## config.mk

```make
export PLATFORM = sky130hd
export DESIGN_NAME = wb_merge_64_flat
export DESIGN_NICKNAME = d
export VERILOG_FILES = /design/src/rtl/wb_merge_64_if.sv /design/src/rtl/wb_merge_64.sv /design/src/flat_wrapper.sv
export SDC_FILE = /design/constraint.sdc
export NUM_CORES = 1
export LEC_CHECK = 0
export ABC_AREA = 1
export CAP_MARGIN = 40
export CORE_MARGIN = 2
export CORE_UTILIZATION = 50
export DETAILED_ROUTE_END_ITERATION = 16
export PLACE_DENSITY = 0.78
export SYNTH_ARGS = -nofsm -noshare
export SYNTH_HDL_FRONTEND = slang
export SYNTH_SLANG_ARGS = --single-unit
```

## constraint.sdc

```tcl
create_clock -name clk -period 10.75 [get_ports clk]
set_clock_uncertainty 0.1 [all_clocks]
set_input_delay 2.15 -clock clk [delete_from_list [all_inputs] [get_ports clk]]
set_output_delay 2.15 -clock clk [all_outputs]
set_load 0.05 [all_outputs]
```

## src/rtl/wb_merge_64_if.sv

```systemverilog
// wb_merge_64_if: bundles the ALU result, load response and register-file
// write signals of the writeback merge stage.
// Handshake: a load response moves when ld_valid && ld_ready on a rising edge;
// ld_ready depends only on stage state. ALU results have no backpressure;
// the issue stage keeps alu_valid low while wb_stall is high.
interface wb_merge_64_if #(
    parameter int LD_DEPTH = 2
);
    localparam int CW = $clog2(LD_DEPTH + 1);

    logic          alu_valid;
    logic [4:0]    alu_rd;
    logic [63:0]   alu_data;
    logic          ld_valid;
    logic          ld_ready;
    logic [4:0]    ld_rd;
    logic [2:0]    ld_funct3;
    logic [63:0]   ld_data;
    logic          wb_stall;
    logic [CW-1:0] ld_count;
    logic          reg_write;
    logic [4:0]    w_reg;
    logic [63:0]   w_data;

    // Producer side: issue stage, ALU, load unit and register-file observer.
    modport master (
        output alu_valid, alu_rd, alu_data,
        output ld_valid, ld_rd, ld_funct3, ld_data,
        input  ld_ready, wb_stall, ld_count,
        input  reg_write, w_reg, w_data
    );

    // Merge stage side.
    modport slave (
        input  alu_valid, alu_rd, alu_data,
        input  ld_valid, ld_rd, ld_funct3, ld_data,
        output ld_ready, wb_stall, ld_count,
        output reg_write, w_reg, w_data
    );
endinterface

```

## src/rtl/wb_merge_64.sv

```systemverilog
// wb_merge_64: writeback merge stage in front of the 64-bit register file.
// ALU results win the single registered write port; load responses queue in
// a small FIFO and drain when the ALU is idle. A load waiting too long at the
// FIFO head raises wb_stall toward the issue stage.
// Optional feature macro: WB_LOAD_EXT_EN -- when defined, loads are sign/zero
// extended by ld_funct3 at push time; otherwise ld_data is stored as is.
module wb_merge_64 #(
    parameter int LD_DEPTH     = 2,
    parameter int STARVE_LIMIT = 4
) (
    input  logic          clk,
    input  logic          reset_n,
    wb_merge_64_if.slave  bus
);
    localparam int PW = $clog2(LD_DEPTH);
    localparam int CW = $clog2(LD_DEPTH + 1);
    localparam int AW = $clog2(STARVE_LIMIT + 1);

    logic [4:0]    fifo_rd_q   [LD_DEPTH];
    logic [63:0]   fifo_data_q [LD_DEPTH];
    logic [PW-1:0] wr_ptr_q, wr_ptr_d;
    logic [PW-1:0] rd_ptr_q, rd_ptr_d;
    logic [CW-1:0] count_q, count_d;
    logic [AW-1:0] age_q, age_d;
    logic          reg_write_q, reg_write_d;
    logic [4:0]    w_reg_q, w_reg_d;
    logic [63:0]   w_data_q, w_data_d;

    logic          fifo_empty;
    logic          ld_ready;
    logic          push;
    logic          pop;
    logic [63:0]   push_data;
    logic          sel_valid;
    logic [4:0]    sel_rd;
    logic [63:0]   sel_data;

    assign fifo_empty = (count_q == '0);
    assign ld_ready   = (count_q != CW'(LD_DEPTH));
    assign push       = bus.ld_valid && ld_ready;
    // The head is only visible once registered, so a fresh push into an
    // empty FIFO is never bypassed to the write port.
    assign pop        = !bus.alu_valid && !fifo_empty;

`ifdef WB_LOAD_EXT_EN
    function automatic logic [63:0] load_extend(input logic [2:0] f3,
                                                input logic [63:0] d);
        case (f3)
            3'b000:  return {{56{d[7]}}, d[7:0]};
            3'b001:  return {{48{d[15]}}, d[15:0]};
            3'b010:  return {{32{d[31]}}, d[31:0]};
            3'b100:  return {56'd0, d[7:0]};
            3'b101:  return {48'd0, d[15:0]};
            3'b110:  return {32'd0, d[31:0]};
            default: return d;  // LD and the reserved encoding
        endcase
    endfunction

    assign push_data = load_extend(bus.ld_funct3, bus.ld_data);
`else
    logic unused_funct3;

    assign push_data     = bus.ld_data;
    assign unused_funct3 = ^bus.ld_funct3;
`endif

    // Load FIFO storage; contents need no reset since occupancy gates reads.
    always_ff @(posedge clk) begin
        if (push) begin
            fifo_rd_q[wr_ptr_q]   <= bus.ld_rd;
            fifo_data_q[wr_ptr_q] <= push_data;
        end
    end

    // Next-state for pointers, occupancy and head-of-line age.
    always_comb begin
        wr_ptr_d = wr_ptr_q;
        rd_ptr_d = rd_ptr_q;
        count_d  = count_q;
        age_d    = age_q;
        if (push) wr_ptr_d = wr_ptr_q + 1'b1;
        if (pop)  rd_ptr_d = rd_ptr_q + 1'b1;
        case ({push, pop})
            2'b10:   count_d = count_q + 1'b1;
            2'b01:   count_d = count_q - 1'b1;
            default: count_d = count_q;
        endcase
        if (fifo_empty || pop) begin
            age_d = '0;
        end else if (age_q != AW'(STARVE_LIMIT)) begin
            age_d = age_q + 1'b1;
        end
    end

    // Write-port select: ALU first, then the FIFO head; x0 writes are dropped.
    always_comb begin
        sel_valid   = 1'b0;
        sel_rd      = '0;
        sel_data    = '0;
        reg_write_d = 1'b0;
        w_reg_d     = w_reg_q;
        w_data_d    = w_data_q;
        if (bus.alu_valid) begin
            sel_valid = 1'b1;
            sel_rd    = bus.alu_rd;
            sel_data  = bus.alu_data;
        end else if (!fifo_empty) begin
            sel_valid = 1'b1;
            sel_rd    = fifo_rd_q[rd_ptr_q];
            sel_data  = fifo_data_q[rd_ptr_q];
        end
        if (sel_valid && (sel_rd != 5'd0)) begin
            reg_write_d = 1'b1;
            w_reg_d     = sel_rd;
            w_data_d    = sel_data;
        end
    end

    // Stage state registers.
    always_ff @(posedge clk or negedge reset_n) begin
        if (!reset_n) begin
            wr_ptr_q    <= '0;
            rd_ptr_q    <= '0;
            count_q     <= '0;
            age_q       <= '0;
            reg_write_q <= 1'b0;
            w_reg_q     <= '0;
            w_data_q    <= '0;
        end else begin
            wr_ptr_q    <= wr_ptr_d;
            rd_ptr_q    <= rd_ptr_d;
            count_q     <= count_d;
            age_q       <= age_d;
            reg_write_q <= reg_write_d;
            w_reg_q     <= w_reg_d;
            w_data_q    <= w_data_d;
        end
    end

    assign bus.ld_ready  = ld_ready;
    assign bus.ld_count  = count_q;
    assign bus.wb_stall  = (age_q >= AW'(STARVE_LIMIT));
    assign bus.reg_write = reg_write_q;
    assign bus.w_reg     = w_reg_q;
    assign bus.w_data    = w_data_q;

`ifndef SYNTHESIS
    // The issue stage must hold alu_valid low while a stall is requested.
    a_no_alu_during_stall: assert property (
        @(posedge clk) disable iff (!reset_n) !(bus.alu_valid && bus.wb_stall));
`endif
endmodule

```

## src/flat_wrapper.sv

```systemverilog
// flat-port wrapper written by rule: the top's interface ports become plain ports
module wb_merge_64_flat 
#(
    parameter int LD_DEPTH     = 2,
    parameter int STARVE_LIMIT = 4
)
  (clk, reset_n, bus_alu_valid, bus_alu_rd, bus_alu_data, bus_ld_valid, bus_ld_rd, bus_ld_funct3, bus_ld_data, bus_ld_ready, bus_wb_stall, bus_ld_count, bus_reg_write, bus_w_reg, bus_w_data);
  wb_merge_64_if #(.LD_DEPTH(LD_DEPTH)) bus_i ();
  input  logic clk;
  input  logic reset_n;
  input wire logic [$bits(bus_i.alu_valid)-1:0] bus_alu_valid;
  input wire logic [$bits(bus_i.alu_rd)-1:0] bus_alu_rd;
  input wire logic [$bits(bus_i.alu_data)-1:0] bus_alu_data;
  input wire logic [$bits(bus_i.ld_valid)-1:0] bus_ld_valid;
  input wire logic [$bits(bus_i.ld_rd)-1:0] bus_ld_rd;
  input wire logic [$bits(bus_i.ld_funct3)-1:0] bus_ld_funct3;
  input wire logic [$bits(bus_i.ld_data)-1:0] bus_ld_data;
  output wire logic [$bits(bus_i.ld_ready)-1:0] bus_ld_ready;
  output wire logic [$bits(bus_i.wb_stall)-1:0] bus_wb_stall;
  output wire logic [$bits(bus_i.ld_count)-1:0] bus_ld_count;
  output wire logic [$bits(bus_i.reg_write)-1:0] bus_reg_write;
  output wire logic [$bits(bus_i.w_reg)-1:0] bus_w_reg;
  output wire logic [$bits(bus_i.w_data)-1:0] bus_w_data;
  assign bus_i.alu_valid = bus_alu_valid;
  assign bus_i.alu_rd = bus_alu_rd;
  assign bus_i.alu_data = bus_alu_data;
  assign bus_i.ld_valid = bus_ld_valid;
  assign bus_i.ld_rd = bus_ld_rd;
  assign bus_i.ld_funct3 = bus_ld_funct3;
  assign bus_i.ld_data = bus_ld_data;
  assign bus_ld_ready = bus_i.ld_ready;
  assign bus_wb_stall = bus_i.wb_stall;
  assign bus_ld_count = bus_i.ld_count;
  assign bus_reg_write = bus_i.reg_write;
  assign bus_w_reg = bus_i.w_reg;
  assign bus_w_data = bus_i.w_data;
  wb_merge_64 #(.LD_DEPTH(LD_DEPTH), .STARVE_LIMIT(STARVE_LIMIT)) u_core (.clk(clk), .reset_n(reset_n), .bus(bus_i));
endmodule
```

==> impl_metrics.tcl <==
set metrics [dict create \
    path_max_fanout 71 \
    avgSynthCellArea_um2 11.82 \
    synth_seq_cells 215 \
    tritoncts "built" \
    n_fill_cell 1314 \
    start_util_pct 51.30 \
    ios 219 \
    async_flop_share_pct 35.81 \
    antenna_found_initial 3 \
    hold_path_depth 1 \
    routedWlPerCell_um 18.82 \
    top_layer_used "met5" \
    grt_pass1_vias 6584 \
    clk_path_buf_depth 3 \
    post_cts_resized 0 \
    crit_chain "buf_2 > buf_4 > nor2_4 > nand2_1 > nand2_1 > nor2_4 > buf_4 > nand3_2 > buf_4 > nand2_1 > nand2_1" \
    post-cts-setup-buffers 0 \
    dr_total_vias 6464 \
    syn_inst 751 \
    wl_met3_mm 1.756 \
    end_kind "flip-flop" \
    final_layout_size_suffix_gt1_share_pct 6.625 \
    synthTopCellsByArea "edfxtp_1, dfrtp_1, nand2_1" \
    finalNonFillerCells 1192 \
    nets 1097 \
    row_count 48 \
    die_w_um 137.2 \
    fmax_ghz 0.1889 \
    reg2reg_depth 11 \
    critPathKind "in2reg" \
    ys_warn_count 0 \
    synth_top_cell_area_share_pct 46.70 \
    largest_reg_flops 128 \
    overflow 0 \
    synth_cell_types 27 \
    setup_tns_ns 0 \
    remaining_drc_errors 0 \
    dieArea_um2 18830 \
    finalHoldViolCount 0 \
    fin_crit_sh_pct 49.25 \
    die_y_um 137.2 \
    placed_cells 1149 \
    r2r-end "u_core.bus.w_data[12]$_DFFE_PN0P_" \
    drtIter0Drc 437 \
    synth_ff_type "edfxtp_1" \
    cpMaxStageDelayCell "nand3_2" \
    r2r-start "u_core.rd_ptr_q$_DFFE_PN0P_" \
    cap_violations 0 \
    crit_required_ns 11.03 \
    cts.htree.levels 1 \
    gp_congestion 0.7825 \
    power_per_cell_area_nw_per_um2 285.4 \
    regMostFlops "u_core.fifo_data_q" \
    reg2reg_setup_slack_ns 6.87 \
    cp.arrival_ns 5.58 \
    routed_wl_mm 22.44 \
    path_clk_slew_ns 0.06 \
    tightest_slew_ns 0.8401 \
    ys_seq_area_share_pct 68.42 \
    leakagePower_nw 4.857 \
    met2_length_mm 11.52 \
    synth_nets 899 \
    core-area_um2 17300 \
    cpMostUsedCell "nand2_1" \
    synth_edf_count 138 \
    clk_latency_ns 0.51 \
    grt_pass1_wl_mm 34.51 \
    slew_headroom_pct 43.99 \
    hold_path_class "reg2reg" \
    syn_area_um2 8874 \
    min_from "u_core.age_q[0]$_DFFE_PN0P_" \
    numPortBuffers 215 \
    rsz0062_at_grt "no" \
    outcome "complete, no violations" \
    cts_root_buffer "clkbuf_16" \
    dr.pass1.iters 5 \
    synth_top_area_cell "edfxtp_1" \
    track_usage_pct 23.81 \
    met1_length_mm 8.761 \
    ir_drop_mv 0.2090 \
    cts_made_buffers 23 \
    hold_end "u_core.age_q[0]$_DFFE_PN0P_" \
    hpwlAfterDp_mm 13.31 \
    setup_viol 0 \
    clock-sinks 215 \
    drv_slew 0 \
    grt_max_degree 72 \
    finalWorstPathRequiredPeriod_ns 5.295 \
    cts.hold.buffers_added 0 \
    cp_slowest_stage_delay_ns 0.81 \
    antenna_left 0 \
    critPathLaunchType "input pin" \
    viasPerCell 5.423 \
    syn2layout_area_growth_pct 34.36 \
]
## cell usage in the layout, fill, tap and decap left out, drive strengths merged
cell type,count
nand2,229
clkdlybuf4s50,213
edfxtp,138
dfrtp,77
nand4,69
o21ai,49
mux2i,46
nor2,45
clkbuf,30
o31ai,18
inv,14
buf,13
a21oi,4
bufinv,4
clkinv,4
ha,3
clkinvlp,3
xnor2,2
xor2,2
diode,1
or2,1
nand3,1
a21boi,1
## layer usage
metal / GRT usage, % / vias to the layer above
met5: 0 / -
met4: 5.613 / 2
met3: 5.004 / 37
met2: 42.73 / 242
met1: 29.54 / 3138
li1: - / 3045
## worst max path at each step
stage,start,to,cells after the start
after floorplan,bus_ld_valid,u_core.fifo_data_q[1][0]$_DFFE_PP_,2
after global placement,bus_alu_valid,u_core.bus.w_data[12]$_DFFE_PN0P_,11
after detailed placement,bus_alu_valid,u_core.bus.w_data[11]$_DFFE_PN0P_,11
after CTS,bus_alu_valid,u_core.bus.w_data[12]$_DFFE_PN0P_,11
after global routing,bus_alu_valid,u_core.bus.w_data[4]$_DFFE_PN0P_,11
final,bus_alu_valid,u_core.bus.w_data[12]$_DFFE_PN0P_,11
## report_power, final
part	internal (W)	switching [W]	total (W)
registers	0.00114	0.000124	0.00126
clock network	0.000506	0.000321	0.000827
logic	0.000417	0.000894	0.00131
total	0.00206	0.00134	0.00340
## cell families (layout without fill, tap and decap cells)
family | count (synthesis) | after routing | share of synthesized area [%]
adders and majority gates | 3 | 3 | 0.4231
DFF | 215 | 215 | 68.42
other | 0 | 1 | 0
muxes | 46 | 46 | 5.189
buffers and inverters | 66 | 281 | 3.976
xor gates and xnor gates | 4 | 4 | 0.3949
and+or+nand+nor | 345 | 345 | 17.01
AOI/OAI and AO/OA | 72 | 72 | 4.597
## per-stage QoR
stage / instance area (um2) / total power [W] / util [%] / worst slack, ns / hold slack [ns]
finish: 11920 / 0.003403 / 68.93 / 5.455 / 0.3948
global route: 11920 / 0.003563 / 68.92 / 5.199 / 0.4155
CTS: 11920 / 0.003423 / 68.92 / 5.466 / 0.3940
detailed placement: 11120 / 0.002590 / 64.32 / 4.973 / 0.3878
global placement: 11080 / 0.002552 / 64.08 / 4.970 / 0.3791
floorplan: 8874 / 0.002149 / - / 4.993 / 0.3607
## synthesized netlist by cell type (3+ instances only)
cell	instances
dfrtp_1	77
o21ai_0	36
edfxtp_1	138
a21oi_1	4
o31ai_1	18
nor2_1	41
nand2_2	3
o21ai_1	13
ha_1	3
clkbuf_1	23
nand2_1	226
buf_1	4
nand4_1	69
inv_1	10
nor2_4	3
mux2i_1	46
buf_6	8
buf_4	8
buf_2	10
## worst max-delay path, delay by kind of cell
family	cells	cell delay (ns)
simple gates	7	1.45
buf+inv	4	1.87
## final cells by class
cell class	count	area, um2	share of cell area, %
Inverter	13	51.30	0.4303
Tap cell	225	281.5	2.361
Antenna cell	1	2.502	0.02099
Sequential cell	215	6075	50.95
Timing Repair Buffer	226	2252	18.89
Clock inverter	12	173.9	1.459
Multi-Input combinational cell	470	2465	20.67
Clock buffer	30	621.8	5.216
No activity file was read; power rests on OpenSTA's default activity.
==> RTL change: new RTL, config.mk and constraints unchanged <==
Add a define of `WB_LOAD_EXT_EN`.
--- a/src/rtl/wb_merge_64.sv
+++ b/src/rtl/wb_merge_64.sv
@@ -4,6 +4,8 @@
 // FIFO head raises wb_stall toward the issue stage.
 // Optional feature macro: WB_LOAD_EXT_EN -- when defined, loads are sign/zero
 // extended by ld_funct3 at push time; otherwise ld_data is stored as is.
+`define WB_LOAD_EXT_EN
+
 module wb_merge_64 #(
     parameter int LD_DEPTH     = 2,
     parameter int STARVE_LIMIT = 4
Function: changed (Yosys sat finds a counterexample within 4 cycles, from zero or initial values and one cycle with reset_n low).
==> RTL change against the original RTL <==
- area after synthesis grew 6.2%
- setup slack better by 0.36 ns
- sequential cell count unchanged
- power is 2.3% lower
- clock power decreased by 17%
- wire length increased by 8.8%
- register-to-register slack improved by 0.37 ns
- critical path depth fell by 1
- final area rose by 3.9%
- first-iteration DRC count increased by 16%
- non-clock buffer count is 7 higher
- count of clock-buffer cells in the layout decreased by 4
- largest power group unchanged
==> RTL change: results (changes against the original RTL) <==
Power and ir drop
  – Leak Pwr: 5.27 nW (+8.6%)
  – Sw frac: 40.5% (+1.1 points)
  – Clock power frac: 20.7% (-3.6 points)
  – Power Total: 3.33 mW (-2.3%)
  – Worst VDD drop: 189 µV (-9.7%)
  – P_comb: 1.37 mW (+5%)

Global routing
  – Initial antenna violation count: 1 (-2)
  – First-pass GRT wire length: 38400 µm (+11%)
  – Vias in the first global route: 7452 (+13%)
  – All-Layer GR Usage: 24.4% (+0.63 points)
  – Largest net degree at the start of global routing: 72 (unchanged)
  – M3 GR Usage: 3.95% (-1.1 points)
  – Met2 Use GR: 41.5% (-1.3 points)
  – Global routing met1 resource utilization: 32.4% (+2.9 points)
  – GR Overflow Total: 0 (unchanged)

Finish
  – Area occupied by multi-input gates: 2970 µm² (+20%)
  – Fin area: 12400 µm² (+3.9%)
  – Inverters: 15 (+2)
  – Multi-Input Combinational: 595 (+27%)
  – Final-layout clock buffer total: 26 (-13%)
  – FFs & Latches: 215 (unchanged)
  – Non-clock buffers: 233 (+3.1%)
  – Fill cell count: 1467 (+12%)
  – Clock buf/inv share: 5.10% (-1.6 points)
  – Non-Clock Buffer Area Fraction: 19.0% (+0.13 points)

Hold path
  – Hold Path Class: flop to flop
  – WHS Path Cells: 1 (unchanged)

Place
  – Detail Placement HPWL: 15100 µm (+13%)
  – GP Congestion: 0.791 (+1.1%)
  – Port bufs: 218 (+1.4%)

Routing
  – Top Metal Used: met4
  – Met3 Routed Length: 1960 µm (+12%)
  – Wire length on met1: 9660 µm (+10%)
  – Vias per cell: 5.50 (+1.4%)
  – Avg WL per Cell: 18.4 µm (-2.5%)
  – DR iter-0 viols: 509 (+16%)
  – Met2 WL: 12100 µm (+5.1%)
  – Post-route ant nets: 0 (unchanged)

Critical path
  – Critical-path top delay cell: nand3_4
  – Internal reg-to-reg setup slack: 7.24 ns (+0.37 ns)
  – CP Launch Point: bus_alu_valid
  – Arr. time, crit path: 5.20 ns (-0.38 ns)
  – CP delay by family, top: simple AND/OR/NAND/NOR gates

Synthesis
  – Synthesized Nets: 1042 (+16%)
  – Proportion of synthesized area in mux cells: 4.14% (-1.0 points)
  – Seq/Total Area, Yosys: 64.4% (-4.0 points)
  – Synthesized cell area: 9430 µm² (+6.2%)
  – Synth Area in XOR/XNOR: 0.372% (-0.023 points)
  – YS warnings: 0 (unchanged)
  – Synth Area in Compound Gates: 5.08% (+0.49 points)
  – Ranking of synthesized cells by area: edfxtp_1 44%, dfrtp_1 20%, nand2_1 12%, nand4_1 4.6%, mux2i_1 4.1%
  – Post-synth top cells: 301 x nand2_1, 138 x edfxtp_1, 77 x dfrtp_1
  – Netlist cell types: 26 (-3.7%)
  – Adder-Cell Fraction of Synth Area: 0.398% (-0.025 points)

Clocking
  – Clk slew on worst S/H paths: 0.06 ns (about the same)
  – Total CTS buffers: 21 (-8.7%)
  – Post-CTS sizing: 0 (unchanged)
  – Clock latency on the worst-skew pair: 0.49 ns (-0.02 ns)

STA
  – Rel. slew slack: 42.7% (-1.3 points)

Run status
  – Status: finished, final reports clean
RTL change: changes by cell type in the layout (fill, tap and decap cells not counted), sizes merged, moves of 3 or more:
cell and change:
o31ai +7, nand3 +34, clkinvlp -3, bufinv -3, nor2 +16, mux2i -7
buf +6, clkbuf -4, o21ai +3, clkinv +6, nand2 +72
RTL change: final timing paths:
| path | endpoint |
|---|---|
| setup / recovery | u_core.bus.w_data[39]$_DFFE_PN0P_ |
| hold / removal | u_core.age_q[0]$_DFFE_PN0P_ |
| setup reg to reg | u_core.bus.w_data[39]$_DFFE_PN0P_ |
| hold reg to reg | u_core.age_q[0]$_DFFE_PN0P_ |
| max in group asynchronous | u_core.rd_ptr_q$_DFFE_PN0P_ |
| min in group asynchronous | u_core.bus.w_data[44]$_DFFE_PN0P_ |
RTL change: stage by stage:
step	cells	worst slack [ns]	hold slack [ns]
detailed placement	1292	5.34	0.388
CTS	1329	5.82	0.403
finish	1330	5.81	0.399
global route	1329	5.56	0.440
floorplan	894	4.99	0.361
global placement	1287	5.44	0.384
